--- src/rtl/seq_det_scheduler.sv ---
// seq_det_scheduler: word-level controller for a 4-bit Mealy sequence detector.
// Accepts parallel words on a valid/ready input and splits each word into
// GROUP_LEN-bit groups. Groups are sent MSB-first to the detector, and the
// detector is cleared before every group. The result is one hit bit per group,
// returned on a valid/ready output.
// Optional feature: define SEQ_DET_SCHED_STATS_EN to build a saturating
// counter of matched groups (hit_cnt, cleared by hit_clr).
// Without the macro, hit_cnt is tied to zero.
module seq_det_scheduler #(
  parameter int WORD_W    = 8,
  parameter int GROUP_LEN = 4,
  parameter int CNT_W     = 8
) (
  input  logic                        clk,
  input  logic                        rst_n,
  input  logic                        s_valid,
  output logic                        s_ready,
  input  logic [WORD_W-1:0]           s_data,
  output logic                        det_in,
  output logic                        det_rst_n,
  input  logic                        det_dec,
  output logic                        m_valid,
  input  logic                        m_ready,
  output logic [WORD_W/GROUP_LEN-1:0] m_hits,
  output logic                        busy,
  input  logic                        hit_clr,
  output logic [CNT_W-1:0]            hit_cnt
);

  localparam int G     = WORD_W / GROUP_LEN;
  localparam int BIT_W = (GROUP_LEN > 1) ? $clog2(GROUP_LEN) : 1;
  localparam int GRP_W = (G > 1) ? $clog2(G) : 1;

  localparam logic [BIT_W-1:0] LAST_BIT = BIT_W'(GROUP_LEN - 1);
  localparam logic [GRP_W-1:0] LAST_GRP = GRP_W'(G - 1);

  typedef enum logic [1:0] {
    IDLE  = 2'd0,
    CLR   = 2'd1,
    SHIFT = 2'd2,
    DONE  = 2'd3
  } state_e;

  state_e            state_q,   state_d;
  logic [WORD_W-1:0] shift_q,   shift_d;
  logic [BIT_W-1:0]  bit_cnt_q, bit_cnt_d;
  logic [GRP_W-1:0]  grp_cnt_q, grp_cnt_d;
  logic [G-1:0]      hits_q,    hits_d;

  // Next state: accept a word, then repeat (clear detector, shift L bits) per group.
  always_comb begin
    // NOTE: every signal gets a default first, so no branch can leave it unassigned and infer a latch.
    state_d   = state_q;
    shift_d   = shift_q;
    bit_cnt_d = bit_cnt_q;
    grp_cnt_d = grp_cnt_q;
    hits_d    = hits_q;

    unique case (state_q)
      IDLE: begin
        if (s_valid) begin
          shift_d   = s_data;
          hits_d    = '0;
          bit_cnt_d = '0;
          grp_cnt_d = '0;
          state_d   = CLR;
        end
      end

      CLR: state_d = SHIFT;

      SHIFT: begin
        shift_d = {shift_q[WORD_W-2:0], 1'b0};
        if (bit_cnt_q == LAST_BIT) begin
          // The detector's Mealy output is only meaningful on the last bit of a group.
          hits_d[LAST_GRP - grp_cnt_q] = det_dec;
          bit_cnt_d = '0;
          if (grp_cnt_q == LAST_GRP) begin
            state_d = DONE;
          end else begin
            grp_cnt_d = grp_cnt_q + 1'b1;
            state_d   = CLR;
          end
        end else begin
          bit_cnt_d = bit_cnt_q + 1'b1;
        end
      end

      DONE: begin
        if (m_ready) state_d = IDLE;
      end

      default: state_d = IDLE;
    endcase
  end

  // State and datapath registers; a reset mid-word discards any partial result.
  always_ff @(posedge clk) begin
    if (!rst_n) begin
      // NOTE: shift_q and hits_q are reset along with the control flops, so m_hits reads 0 out of reset.
      state_q   <= IDLE;
      shift_q   <= '0;
      bit_cnt_q <= '0;
      grp_cnt_q <= '0;
      hits_q    <= '0;
    end else begin
      // NOTE: non-blocking so every flop samples pre-edge values regardless of statement order.
      state_q   <= state_d;
      shift_q   <= shift_d;
      bit_cnt_q <= bit_cnt_d;
      grp_cnt_q <= grp_cnt_d;
      hits_q    <= hits_d;
    end
  end

  assign s_ready   = (state_q == IDLE);
  assign m_valid   = (state_q == DONE);
  assign busy      = (state_q != IDLE);
  assign m_hits    = hits_q;
  assign det_in    = (state_q == SHIFT) & shift_q[WORD_W-1];
  // The detector follows our own reset and gets a one-cycle clear before each group.
  assign det_rst_n = rst_n & (state_q != CLR);

`ifdef SEQ_DET_SCHED_STATS_EN
  logic [CNT_W-1:0] hit_cnt_q, hit_cnt_d;
  logic [CNT_W:0]   hit_sum;

  // Saturating count of matched groups; a clear wins over a same-cycle increment.
  always_comb begin
    hit_sum   = {1'b0, hit_cnt_q} + (CNT_W+1)'($countones(hits_q));
    hit_cnt_d = hit_cnt_q;
    if (hit_clr) begin
      hit_cnt_d = '0;
    end else if (m_valid && m_ready) begin
      hit_cnt_d = hit_sum[CNT_W] ? '1 : hit_sum[CNT_W-1:0];
    end
  end

  // Statistics register
  always_ff @(posedge clk) begin
    if (!rst_n) hit_cnt_q <= '0;
    else        hit_cnt_q <= hit_cnt_d;
  end

  assign hit_cnt = hit_cnt_q;
`else
  logic unused_hit_clr;
  assign unused_hit_clr = hit_clr;
  assign hit_cnt        = '0;
`endif

endmodule

--- config.mk ---
export PLATFORM = sky130hd
export DESIGN_NAME = seq_det_scheduler
export DESIGN_NICKNAME = d
export VERILOG_FILES = /design/src/rtl/seq_det_scheduler.sv
export SDC_FILE = /design/constraint.sdc
export NUM_CORES = 1
export LEC_CHECK = 0
export BUFFER_PORTS_ARGS = -buffer_cell sky130_fd_sc_hd__clkbuf_2
export CORE_MARGIN = 5
export CORE_UTILIZATION = 51
export DETAILED_ROUTE_END_ITERATION = 8
export MAX_ROUTING_LAYER = met4
export PLACE_DENSITY = 0.88
export SLEW_MARGIN = 20
export SYNTH_ARGS = -nofsm -noshare
export SYNTH_HDL_FRONTEND = slang
export SYNTH_SLANG_ARGS = --single-unit
--- constraint.sdc ---
create_clock -name clk -period 1.79 [get_ports clk]
set_input_delay 0.179 -clock clk [delete_from_list [all_inputs] [get_ports clk]]
set_output_delay 0.179 -clock clk [all_outputs]
set_load 0.01 [all_outputs]
---- Yosys cells after proc, flatten, opt, wreduce, memory -nomap -nowiden ----
Index checks and enable logic that the tools add are counted.
cells by class
  $add $sub $neg .......................... 3
  magnitude comparators ................... 2
  equal/unequal tests ..................... 8
  mux-type cells .......................... 19
  bitwise gates (word level) .............. 2
  reduce and logical (&&, ||, !) cells .... 7
operators with widths
  kind                 number
  $pmux 8 s2           1
  $mux 2               7
  $mux 8               1
  $pmux 2 s2           2
  $pmux 2 s4           1
  $eq 2x2->1 const B   3
  $reduce_and 3->1     2
  $mux 1               4
  $ne 2x1->1 const B   2
  $ne 2x2->1 const B   2
  $reduce_bool 2->1    2
  $add 2x1->2 const B  1
  $and 1x1->1          2
  $bwmux 2             1
  $eq 2x1->1 const B   1
  $logic_not 2->1      1
  $lt 1x2->1 const B   1
  $pmux 1 s2           1
  $reduce_and 2->1     1
  $add 1x1->1 const B  1
  $demux 1 s1          1
  $ge 1x1->1 const B   1
  $logic_and 1x1->1    1
  $sub 1x1->1 const A  1
word-level totals
  register bits ........................... 15
  output and inout bits ................... 15
  word-level logic and storage cells ...... 46

---- Depth between registers and ports, before layout ----
  depth in word-level cells ............... 8
  mapped depth ............................ 5

---- Worst setup path after synthesis ----
OpenSTA, ideal clock, no wires.
  kind .................................... reg-to-output
  from .................................... register state_q[1]
  to ...................................... output port s_ready
  data arrival time ....................... 966 ps
  setup slack ............................. 645 ps
  stages on the path, launching flop included .. 5
  buffers on the path ..................... 2
  path through ............................ dfxtp_1 > buf_6 > buf_4 > or2_1 > inv_1
on the way
  longest elaborated chain between the ends .. 1
RTL lines
  what                    line  RTL
  start, declared         44    state_e state_q, state_d;
  start signal, assigned  108   state_q <= state_d;
  $logic_not 2->1         116   assign s_ready = (state_q == IDLE);
  end, declared           17    output logic s_ready,
No other way between the ends.

---- Worst setup path in the final report ----
  from .................................... register state_q[0]
  to ...................................... output port det_in
on the way
  longest elaborated chain between the ends .. 2
RTL lines
  what           line  RTL
  $eq 2x2->1     120   assign det_in = (state_q == SHIFT) & shift_q[WORD_W-1];
  $and 1x1->1    120
  end, declared  19    output logic det_in,
No other way between the ends.

==> key figures <==
Clock tree
  – Max Buffers Root-to-Sink: 2
  – CTS tree: yes
  – CTS root buf: clkbuf_4
  – Clock latency on the worst-skew pair: approximately 0.29 ns
  – CTS H-tree depth: 1
  – TritonCTS buffer count: 3
  – # hold bufs at CTS: 0
  – Clock slew seen by the registers of the worst setup and hold paths: 0.09 ns
  – CTS sink count: 15
  – Postcts setup bufs: 0
  – Resized cells post-CTS: 0

Critical path
  – Worst Setup End Kind: primary output
  – Crit path largest cell delay: between 0.5 and 0.6 ns
  – Critical Path RT: roughly 1.6 ns
  – Worst R2R Setup Slack: around 0.44 ns
  – Crit Path Max Fanout: 14
  – Crit path from: state_q[0]
  – Worst Reg-to-Reg Cells: 4
  – Slowest stage cell on the critical path: dfxtp_1
  – R2R Path End: shift_q[3]
  – Setup crit end: det_in
  – Crit Path Category: register to primary output
  – Critical path arrival: 1.43 ns
  – Startpoint types: register
  – R2r startpoint: state_q[1]
  – Crit path cell chain: and2b_1, and2_1, clkbuf_2

Logic synthesis
  – Primary FF master, synth: dfxtp_1
  – Post-Syn Instances: 91
  – Synth top cells by count: 15 x dfxtp_1, 9 x buf_4, 9 x nand2_1, 8 x mux2i_1, 7 x o211a_1
  – Post-synth EDFFs: 0
  – Main combinational cell family by area after synthesis: compound AO/OA/AOI/OAI gates
  – Ys async rst share: 0%
  – Post-synthesis simple-gate area fraction: roughly 12%
  – Synth Cell Area: 837 um^2
  – Top-count cell post-synth: dfxtp_1
  – Largest area contributor in the netlist: dfxtp_1
  – Yosys top cell area share: between 30% and 40%
  – Mean post-synth cell area: just over 9 um^2
  – Ys Warns: 0
  – Synth Area in Adders: about 1.5%
  – Mux cell area share after synthesis: a little under a tenth
  – Post-synthesis compound-gate area fraction: 24.2%
  – Synthesis-stage register bit count: 15
  – Synth Area in XOR/XNOR: 1.05%
  – Seq/Total Area, Yosys: a little over a third
  – Unique masters post-synth: 30
  – Main area contributors after synthesis: dfxtp_1 36%, mux2i_1 9.6%, o211a_1 8.4%

Route
  – Average wire per standard cell: ~13 um
  – DRT iter0 DRCs: 7
  – Routed vias: about 660
  – Drt total wl: ~1600 um
  – Vias per Instance: ~5.3
  – Antenna viol nets, final: 0
  – DRC viols: 0
  – Pre-antenna DRT Iters: 4

STA
  – Period utilization: between 80% and 90%
  – Final WS setup: between 0.15 and 0.2 ns
  – Minimum clock period: 1.61 ns
  – Final hold violation count: 0
  – Clk_skew: about 0.006 ns
  – RSZ-0062 raised after global routing: no
  – # setup viols final: 0
  – Max Fclk: between 600 and 700 MHz
  – Fin Setup TNS: 0 ns
  – Final-report max-slew violation count: 0

Floorplan
  – Initial Util: 54.9%
  – I/O pins: 29
  – Row count: 14
  – Chip height: between 50 and 60 um
  – Full die area: 2550 um^2
  – Core footprint: 1520 um^2
  – Die width: roughly 51 um

Global route
  – Largest net degree at the start of global routing: 18
  – Initial antenna violation count: 0
  – Vias in the first global route: approximately 630
  – First-pass GRT wire length: around 2600 um
  – GR Util All Layers: 13.3%
  – Grt ovf: 0

Power
  – Worst vdd ir: 458 uV
  – Logic pwr share: a little over a fifth
  – Sw Ratio: between 20 and 30%
  – Sw Pwr: 0.222 mW
  – Power Dens Cells: around 830 nW/um^2
  – LEAKAGE: 0.453 nW
  – Seq pwr share: a little over half
  – Clk network pwr share: between 20% and 30%
  – Int Power: between 0.5 and 0.6 mW

Final layout
  – Synth-to-Final Area Change: 7.77%
  – Layout cells sized above 1: 23.1%
  – Fillers: approximately 150
  – Ant diodes: 0
  – Layout Utilization: roughly three fifths
  – Nets@finish: ~120

Min path
  – HP Class: input port to register

Outcome
  – Status: completed

Place
  – IO Port Bufs: 19
  – Placer Congestion: slightly below 0.8
  – Setup WS pre-CTS: ~0.44 ns
  – Post-DP HPWL: ~1100 um

Run
  – Max-cap violations: 0
how the worst min path moves through the flow:
stage,depth (start not counted),slack (ns),end,from
global route,3,0.17,m_hits[0],det_dec
global placement,3,0.45,shift_q[0],s_data[0]
floorplan,2,0.32,m_hits[0],rst_n
finish,3,0.15,shift_q[0],s_data[0]
detailed placement,3,0.46,shift_q[0],s_data[0]
CTS,3,0.15,shift_q[0],s_data[0]
kinds of logic (layout without fill, tap and decap cells):
logic type,count (synthesis),after routing
AO/OA/AOI/OAI,26,26
AND/OR/NAND/NOR,21,21
buffers and inverters,18,28
flip-flops,15,15
multiplexers,8,8
adder cells (fa/ha/maj),1,1
other,1,8
XOR/XNOR,1,1
placed cells by master (no fill, tap or decap), drive strengths merged, types with 2 or more instances in the layout:
| cell | synthesis | final |
|---|---|---|
| nor2b | 3 | 3 |
| a21oi | 2 | 2 |
| o211a | 7 | 7 |
| and2 | 2 | 2 |
| clkbuf | 1 | 23 |
| nor2 | 2 | 2 |
| a21boi | 6 | 6 |
| mux2i | 8 | 8 |
| conb | 1 | 8 |
| o21ai | 6 | 6 |
| nand2 | 9 | 9 |
| dfxtp | 15 | 15 |
| inv | 4 | 4 |
power groups by stage:
stage | Sequential (mW) | Clock, mW | Combinational, mW
after detailed placement | 0.401 | 0 | 0.159
final | 0.393 | 0.197 | 0.158
after floorplan | 0.385 | 0 | 0.158
after global placement | 0.399 | 0 | 0.153
after CTS | 0.394 | 0.203 | 0.160
after global routing | 0.399 | 0.220 | 0.179
final cells by class:
| type | instances | area [um^2] | area share, % |
|---|---|---|---|
| multi-input cells | 65 | 438 | 48.5 |
| flip-flops and latches | 15 | 300 | 33.3 |
| repair buffers | 20 | 103 | 11.4 |
| clock buffers | 4 | 26.3 | 2.91 |
| well taps | 16 | 20.0 | 2.22 |
| inverters | 4 | 15.0 | 1.66 |
stage by stage:
stage | total power, mW | instances | instance area, um^2 | hold WS [ns]
final | 0.749 | 124 | 902 | 0.153
after detailed placement | 0.560 | 120 | 876 | 0.463
after CTS | 0.756 | 124 | 902 | 0.152
after global placement | 0.551 | 120 | 876 | 0.452
after floorplan | 0.543 | 98 | 863 | 0.322
after global routing | 0.798 | 124 | 902 | 0.171
metal layers:
| metal | part of all wire, % | global-route usage, % | up-vias |
|---|---|---|---|
| met2 | 51 | 22.5 | 21 |
| li1 | - | - | 332 |
| met3 | 7.9 | 6.51 | 4 |
| met4 | 0.70 | 2.55 | 0 |
| met1 | 41 | 13.8 | 299 |
| met5 | 0 | - | - |
registers in the layout, indices dropped and copies added (netlist names):
register	count
state_q	2
grp_cnt_q	1
shift_q	8
bit_cnt_q	2
m_hits	2
worst max-delay path, delay by kind of cell, from the launching register on:
kind | cells | cell delay [ns]
buf+inv | 1 | 0.12
flops | 1 | 0.57
simple gates | 2 | 0.46
(Power assumes the default switching activity.)
